File: src/rtl/add_sched_pkg.sv
// rtl/add_sched_pkg.sv - shared slot-state type and default sizing for add_sched
package add_sched_pkg;

  localparam int W_DEF   = 10;
  localparam int N_DEF   = 4;
  localparam int LAT_DEF = 2;

  typedef enum logic [1:0] {
    SLOT_IDLE  = 2'd0,
    SLOT_INFLT = 2'd1,
    SLOT_DONE  = 2'd2
  } slot_t;

endpackage

File: src/rtl/add_sched_rr_arb.sv
// rtl/add_sched_rr_arb.sv - round-robin arbiter, one-hot grant with rotating priority pointer
module rr_arb #(
  parameter int N  = 4,
  parameter int IW = $clog2(N)
) (
  input  logic          clk,
  input  logic          rst_n,
  input  logic [N-1:0]  req,
  output logic [N-1:0]  grant,
  output logic [IW-1:0] grant_idx,
  output logic          any_grant
);

  logic [IW-1:0] ptr_q;
  logic [IW-1:0] cand;
  int            j;

  // Search from the pointer upward (wrapping) and grant the first requester found.
  always_comb begin
    grant     = '0;
    grant_idx = '0;
    any_grant = 1'b0;
    j         = 0;
    cand      = '0;
    for (int k = 0; k < N; k++) begin
      j = int'(ptr_q) + k;
      if (j >= N) j = j - N;
      cand = IW'(j);
      if (!any_grant && req[cand]) begin
        any_grant   = 1'b1;
        grant[cand] = 1'b1;
        grant_idx   = cand;
      end
    end
  end

  // The requester after the winner gets top priority next; no grant keeps the pointer.
  always_ff @(posedge clk or negedge rst_n) begin
    if (!rst_n) begin
      ptr_q <= '0;
    end else if (any_grant) begin
      ptr_q <= (grant_idx == IW'(N - 1)) ? '0 : grant_idx + 1'b1;
    end
  end

endmodule

File: src/rtl/add_sched.sv
// rtl/add_sched.sv - schedules N requesters onto one pipelined adder and holds per-requester results
module add_sched
  import add_sched_pkg::*;
#(
  parameter int W   = W_DEF,
  parameter int N   = N_DEF,
  parameter int LAT = LAT_DEF
) (
  input  logic                clk,
  input  logic                rst_n,
  input  logic [N-1:0]        req_valid,
  output logic [N-1:0]        req_ready,
  input  logic [N-1:0][W-1:0] req_a,
  input  logic [N-1:0][W-1:0] req_b,
  output logic [N-1:0]        rsp_valid,
  input  logic [N-1:0]        rsp_ready,
  output logic [N-1:0][W-1:0] rsp_y,
  output logic                add_start,
  output logic [W-1:0]        add_a,
  output logic [W-1:0]        add_b,
  input  logic [W-1:0]        add_y,
  input  logic                add_valid,
  output logic                err
);

  localparam int IW = $clog2(N);

  slot_t         slot_q [N];
  logic [N-1:0]  elig;
  logic [N-1:0]  grant;
  logic [IW-1:0] grant_idx;
  logic          any_grant;

  logic [LAT-1:0] tag_v_q;
  logic [IW-1:0]  tag_idx_q [LAT];
  logic           cap_v;
  logic [IW-1:0]  cap_idx;

  // Only idle slots compete; a slot holding or awaiting a result cannot be re-granted.
  always_comb begin
    elig = '0;
    for (int i = 0; i < N; i++) begin
      elig[i] = req_valid[i] && (slot_q[i] == SLOT_IDLE);
    end
  end

  rr_arb #(.N(N), .IW(IW)) u_arb (
    .clk       (clk),
    .rst_n     (rst_n),
    .req       (elig),
    .grant     (grant),
    .grant_idx (grant_idx),
    .any_grant (any_grant)
  );

  assign req_ready = grant;
  assign cap_v     = tag_v_q[LAT-1];
  assign cap_idx   = tag_idx_q[LAT-1];

  // Launch the granted operands into the adder; the bus is zero when idle.
  always_comb begin
    add_start = any_grant;
    add_a     = '0;
    add_b     = '0;
    if (any_grant) begin
      add_a = req_a[grant_idx];
      add_b = req_b[grant_idx];
    end
  end

  // Tag pipeline mirrors the adder latency so the result can be routed to its owner.
  always_ff @(posedge clk or negedge rst_n) begin
    if (!rst_n) begin
      tag_v_q <= '0;
      for (int k = 0; k < LAT; k++) tag_idx_q[k] <= '0;
    end else begin
      tag_v_q[0]   <= any_grant;
      tag_idx_q[0] <= grant_idx;
      for (int k = 1; k < LAT; k++) begin
        tag_v_q[k]   <= tag_v_q[k-1];
        tag_idx_q[k] <= tag_idx_q[k-1];
      end
    end
  end

  // Per-slot lifecycle: grant -> in flight, tagged capture -> done, consumer handshake -> idle.
  always_ff @(posedge clk or negedge rst_n) begin
    if (!rst_n) begin
      for (int i = 0; i < N; i++) begin
        slot_q[i] <= SLOT_IDLE;
        rsp_y[i]  <= '0;
      end
    end else begin
      for (int i = 0; i < N; i++) begin
        case (slot_q[i])
          SLOT_IDLE:  if (grant[i]) slot_q[i] <= SLOT_INFLT;
          SLOT_INFLT: if (cap_v && (cap_idx == IW'(i))) begin
                        slot_q[i] <= SLOT_DONE;
                        rsp_y[i]  <= add_y;
                      end
          SLOT_DONE:  if (rsp_ready[i]) slot_q[i] <= SLOT_IDLE;
          default:    slot_q[i] <= SLOT_IDLE;
        endcase
      end
    end
  end

  // Result availability is purely the slot state, so rsp_y cannot change while offered.
  always_comb begin
    rsp_valid = '0;
    for (int i = 0; i < N; i++) begin
      rsp_valid[i] = (slot_q[i] == SLOT_DONE);
    end
  end

  // Sticky flag whenever the adder's valid disagrees with what the tag pipeline expects.
  always_ff @(posedge clk or negedge rst_n) begin
    if (!rst_n) begin
      err <= 1'b0;
    end else if (add_valid != cap_v) begin
      err <= 1'b1;
    end
  end

endmodule

File: config.mk
export PLATFORM = sky130hd
export DESIGN_NAME = add_sched
export DESIGN_NICKNAME = d
export VERILOG_FILES = /design/src/rtl/add_sched_pkg.sv /design/src/rtl/add_sched_rr_arb.sv /design/src/rtl/add_sched.sv
export SDC_FILE = /design/constraint.sdc
export NUM_CORES = 1
export LEC_CHECK = 0
export CAP_MARGIN = 20
export CORE_AREA = 2 2 94 96
export CTS_CLUSTER_SIZE = 20
export DETAILED_ROUTE_END_ITERATION = 6
export DIE_AREA = 0 0 96 98
export HOLD_SLACK_MARGIN = 0.02
export PLACE_DENSITY = 0.79
export SLEW_MARGIN = 20
export SYNTH_ARGS = -nofsm -noshare
export SYNTH_HDL_FRONTEND = slang
export SYNTH_SLANG_ARGS = --single-unit
export TNS_END_PERCENT = 50
File: constraint.sdc
create_clock -name clk -period 6.44 [get_ports clk]
set_input_delay 1.61 -clock clk [delete_from_list [all_inputs] [get_ports clk]]
set_output_delay 1.61 -clock clk [all_outputs]
set_load 0.05 [all_outputs]
### Word-level counts from Yosys, hierarchy flattened

Index checks and enable logic that the tools add are counted.
Widths: inputs -> output; s select.

* add/sub/neg operators: 8
* multiply operators: 0
* div/mod/pow operators: 0
* magnitude comparators: 13
* equality and inequality tests: 25
* shift operators: 0
* multiplexer cells: 55
* bitwise logic cells: 3
* reductions and logical operators: 31

Operators by type and width (number)
* $mux 2: 21
* $bmux 10 s2: 2
* $mux 10: 4
* $pmux 2 s3: 4
* $mux 4: 4
* $ne 2x2->1 const B: 8
* $logic_and 1x1->1: 15
* $lt 2x3->1 const B: 5
* $eq 2x2->1 const B: 7
* $mux 1: 12
* $or 4x4->4: 3
* $reduce_and 3->1: 4
* $eq 2x1->1 const B: 5
* $logic_not 2->1: 5
* $ge 3x3->1 const B: 3
* $bmux 1 s2: 4
* $demux 1 s2: 4
* $ge 2x1->1 const B: 4
* $ne 2x1->1 const B: 4
* $reduce_and 2->1: 4
* $sub 2x1->2 const B: 4
* $add 2x2->3 const B: 2
* $add 2x1->3 const B: 1
* $ge 2x3->1 const B: 1
* 3 further kinds: 5

* register bits: 57
* latch bits: 0
* RAM bits: 0
* ROM bits: 0
* input port bits: 101
* output and inout port bits: 70
* word-level logic and storage cells: 148
* memories: 0

### Logic depth before layout (Yosys ltp)

* depth after elaboration: 17
* gate-level depth with buffers: 8
* gate-level depth less buffers: 7

### Hierarchy

Synthesis repeated with hierarchy kept, for this count alone.

* cells, all modules: 242
* area total of the unflattened synthesis: 3345.7 um^2

Modules (own cells, without submodules)
* add_sched: times used 1, cells an instance 180, area an instance 2808.9 um^2, seq. area each 1376.3 um^2
* rr_arb: times used 1, cells an instance 62, area an instance 536.8 um^2, seq. area each 50.0 um^2

### Least setup slack after synthesis

Ideal clock, no wire load.

* path kind: input to output
* start: input req_valid[3]
* end: output add_a[0]
* arrival time: 4038 ps
* data required time: 4830 ps
* path slack: 792 ps
* stages: 7
* path buffers: 1
* cells stage by stage: or3b_1 > mux4_2 > a21boi_4 > mux2i_4 > buf_6 > mux4_2 > and2_1

* cells in the longest elaborated chain, start to end: 16
* elaborated cells on any way between the ends: 26
* classes of those cells: mux: 19; reduce/logical: 7

RTL lines
* start, declared: line add_sched.sv:11 `input logic [N-1:0] req_valid,`
* $logic_and 1x1->1 *: line add_sched.sv:43 `elig[i] = req_valid[i] && (slot_q[i] == SLOT_IDLE);`
* $bmux 1 s2: line add_sched_rr_arb.sv:29 `if (!any_grant && req[cand]) begin`
* $mux 1 (implied by the code): line add_sched_rr_arb.sv:29
* $mux 1: line add_sched_rr_arb.sv:29
* $logic_not 1->1: line add_sched_rr_arb.sv:29
* $logic_and 1x1->1: line add_sched_rr_arb.sv:29
* $mux 1: line add_sched_rr_arb.sv:29
* $logic_not 1->1: line add_sched_rr_arb.sv:29
* $logic_and 1x1->1: line add_sched_rr_arb.sv:29
* $mux 1: line add_sched_rr_arb.sv:29
* $logic_not 1->1: line add_sched_rr_arb.sv:29
* $logic_and 1x1->1: line add_sched_rr_arb.sv:29
* $mux 2: line add_sched_rr_arb.sv:29
* $bmux 10 s2: line add_sched.sv:66 `add_a = req_a[grant_idx];`
* $mux 10 (implied by the code): line add_sched.sv:66
* $mux 10 *: line add_sched.sv:65 `if (any_grant) begin`
* end, declared: line add_sched.sv:19 `output logic [W-1:0] add_a,`

Mark *: on every way between the ends. The rest lies on a longest branch, timed or not. The select of a mux whose other input is x is not followed.

### Worst setup path after layout

* start: input req_valid[3]
* end: output add_b[0]

* cells in the longest elaborated chain, start to end: 16
* elaborated cells on any way between the ends: 26
* classes of those cells: mux: 19; reduce/logical: 7

RTL lines
* $logic_and 1x1->1 *: line add_sched.sv:43
* $bmux 1 s2: line add_sched_rr_arb.sv:29
* $mux 1 (implied by the code): line add_sched_rr_arb.sv:29
* $mux 1: line add_sched_rr_arb.sv:29
* $logic_not 1->1: line add_sched_rr_arb.sv:29
* $logic_and 1x1->1: line add_sched_rr_arb.sv:29
* $mux 1: line add_sched_rr_arb.sv:29
* $logic_not 1->1: line add_sched_rr_arb.sv:29
* $logic_and 1x1->1: line add_sched_rr_arb.sv:29
* $mux 1: line add_sched_rr_arb.sv:29
* $logic_not 1->1: line add_sched_rr_arb.sv:29
* $logic_and 1x1->1: line add_sched_rr_arb.sv:29
* $mux 2: line add_sched_rr_arb.sv:29
* $bmux 10 s2: line add_sched.sv:67 `add_b = req_b[grant_idx];`
* $mux 10 (implied by the code): line add_sched.sv:67
* $mux 10 *: line add_sched.sv:65
* end, declared: line add_sched.sv:20 `output logic [W-1:0] add_b,`

Marked as above.

==> run summary <==
synth top area cells - dfrtp_1 (44%), mux4_2 (17%), mux2_2 (14%)
cell family with most CP delay - multiplexers
Synth Flop Type - dfrtp_1
clock skew - 0.00765 ns
critical path peak fanout - 22
setup violators final - 0
worst setup path start - req_valid[3]
Min-Delay Path Class - reg -> reg
IO buf count - 170
sequential fraction of the synthesis area - 44.0%
synth cell count leaders - dfrtp_1 (57), mux2_2 (40), mux4_2 (24)
Startpoint Class - input port
routed vias/inst - 5.19
Core Rows - 34
Worst Path Required - 4.83 ns
Detail Placement HPWL - 7.67 mm
total clock sinks - 57
Tcrit/Tclk final - 97.2%
Post-Syn Instances - 251
RePlAce Congestion - 0.829
Synth top area share - 44.0%
ANT cells - 0
die width - 96 um
Post-Syn Area - 3240 um^2
Post-synth ARST share - 100%
GRT Util Overall - 22.0%
layout cells sized above 1 - 26.4%
# IOs - 171
Syn Area/Cell - 12.9 um^2
Crit-path slowest cell - mux4_2
GRT Residual Overflow - 0
register area - 1430 um^2
CP Cell Sequence - clkdlybuf4s50_1, or3b_1, mux4_2, a21boi_4, mux2i_4, buf_12, mux4_2, and2_1, buf_4
Layout area overhead - 61.6%
Fin Setup TNS - 0 ns
Hold Path Origin - tag_idx_q[3]$_DFF_PN0_
htree depth - 3
drt first pass iters - 4
Hold Fails Final Rpt - 0
cts bufs inserted - 9
Worst Path Arrival - 4.65 ns
minimum clock period - 6.26 ns
initial antenna violation count - 0
RSZ-0062 raised after global routing - no
# fillers - 672
status - complete, no violations
largest net degree at the start of global routing - 58
Initial DRC Count - 163
Vias - 2802
routed len/inst - 18.1 um
post-cts resize count - 0
clk root buf - clkbuf_8
vias in the first global route - 3109
Crit Path Category - in -> out
post-route antenna net violation count - 0
Worst Path Buf+Inv - 3
maxcap violations - 0
Core Footprint - 8470 um^2
fmax - 160 MHz
post-synth cell types - 37
CP dominant cell by count - mux4_2
critical path capture point type - primary output
Multi-input gate area - 1750 um^2
Clock transition at path regs - 0.06 ns
Starting Density - 38.3%
Post-CTS Hold Fix Bufs - 0
Worst R2R Start - u_arb.ptr_q[0]$_DFFE_PN0P_
most frequent cell after synthesis - dfrtp_1
Clock Tree Buf Depth - 2
number of synthesized register bits - 57
setup bufs post-CTS - 0
Total Nets Final - 536
Worst-Margin Slew - 1.09 ns
Ys Warns - 0
syn_nets - 360
final wirelength - 9.76 mm
Post-synth EDFFs - 0
latest clock arrival within the worst-skew pair - 0.34 ns
TritonCTS clock tree - yes
Worst slew margin - 27.1%
drt drc - 0
die area - 9410 um^2
first-pass GRT wire length - 15.8 mm
critical path's largest stage delay - 0.57 ns
die height - 98 um
cell taking the most area after synthesis - dfrtp_1
fin. max-slew vios - 0
==> cell families after synthesis <==
kind of cell / after synthesis / share of synthesized area (%)
simple gates: 75 / 13.1
mux: 66 / 31.6
flops: 57 / 44.0
compound gates: 25 / 5.13
buf+inv: 18 / 2.58
fa+ha+maj: 8 / 3.09
xor+xnor: 2 / 0.540
==> area by class of cell <==
| cell class | instances | area share (%) |
|---|---|---|
| multi-input cells | 176 | 33.4 |
| well taps | 108 | 2.58 |
| repair buffers | 176 | 32.6 |
| flip-flops and latches | 57 | 27.2 |
| clock buffers | 9 | 2.36 |
| inverters | 7 | 0.501 |
| clock inverters | 7 | 1.36 |
==> flip-flops by register name, indices dropped and copies added (netlist names) <==
name	cells
rsp_y	40
slot_q	8
cap_idx	2
tag_idx_q	2
tag_v_q	2
u_arb.ptr_q	2
err	1
==> per-stage QoR <==
stage | worst slack [ns] | utilization, % | cells | hold WS [ns] | instance area, um^2
global placement | 0.204 | 59.3 | 521 | 0.333 | 5020
global route | 0.0722 | 61.9 | 540 | 0.354 | 5240
detailed placement | 0.164 | 59.4 | 522 | 0.337 | 5030
finish | 0.181 | 61.9 | 540 | 0.349 | 5240
CTS | 0.158 | 61.7 | 538 | 0.352 | 5220
floorplan | 0.792 | - | 251 | 0.331 | 3240
==> placed cells by master, fill, tap and decap left out, types with 3 or more instances in the layout <==
cell | synthesis | final
a21o_1 | 4 | 4
a21oi_1 | 9 | 9
and2_1 | 20 | 20
buf_4 | 0 | 24
clkbuf_8 | 0 | 9
clkdlybuf4s50_1 | 0 | 149
clkinvlp_4 | 0 | 3
dfrtp_1 | 57 | 57
ha_1 | 8 | 8
inv_1 | 6 | 6
mux2_2 | 40 | 40
mux4_2 | 24 | 24
nand2_1 | 15 | 15
nand2b_1 | 4 | 4
nand3_1 | 10 | 10
nor2_1 | 8 | 8
nor2b_1 | 5 | 5
nor3b_1 | 4 | 4
o21ai_0 | 4 | 4
or3b_1 | 3 | 3
==> path summary, 6_finish.rpt <==
kind,end,slack [ns],cells past startpoint
setup / recovery,add_b[0],0.18,9
hold / removal,cap_idx[1]$_DFF_PN0_,0.35,0
setup reg to reg,u_arb.ptr_q[1]$_DFFE_PN0P_,3.43,8
hold reg to reg,cap_idx[1]$_DFF_PN0_,0.35,0
max in group asynchronous,u_arb.ptr_q[0]$_DFFE_PN0P_,4.56,2
min in group asynchronous,rsp_y[17]$_DFFE_PN0P_,1.42,2
==> per-layer routing <==
layer | track usage (%) | wire length, um | share of wire (%) | vias up
li1 | - | - | - | 1276
met4 | 7.91 | 253 | 2.6 | 0
met2 | 38.1 | 5280 | 54 | 108
met5 | 0 | 0 | 0 | -
met1 | 25.3 | 3640 | 37 | 1399
met3 | 6.64 | 586 | 6.0 | 19
==> worst register-to-register path: stages (launching register included) <==
cell and delay, ns:
dfrtp_1 0.73, inv_1 0.34, ha_1 0.49, mux4_2 0.41, a21boi_4 0.19, mux2i_4 0.26, buf_12 0.23, xor2_1 0.16
o21ai_1 0.08
Power is left out: the tool's default activity adds up to more than one toggle a clock period on the data nets, which glitch-free logic cannot reach.
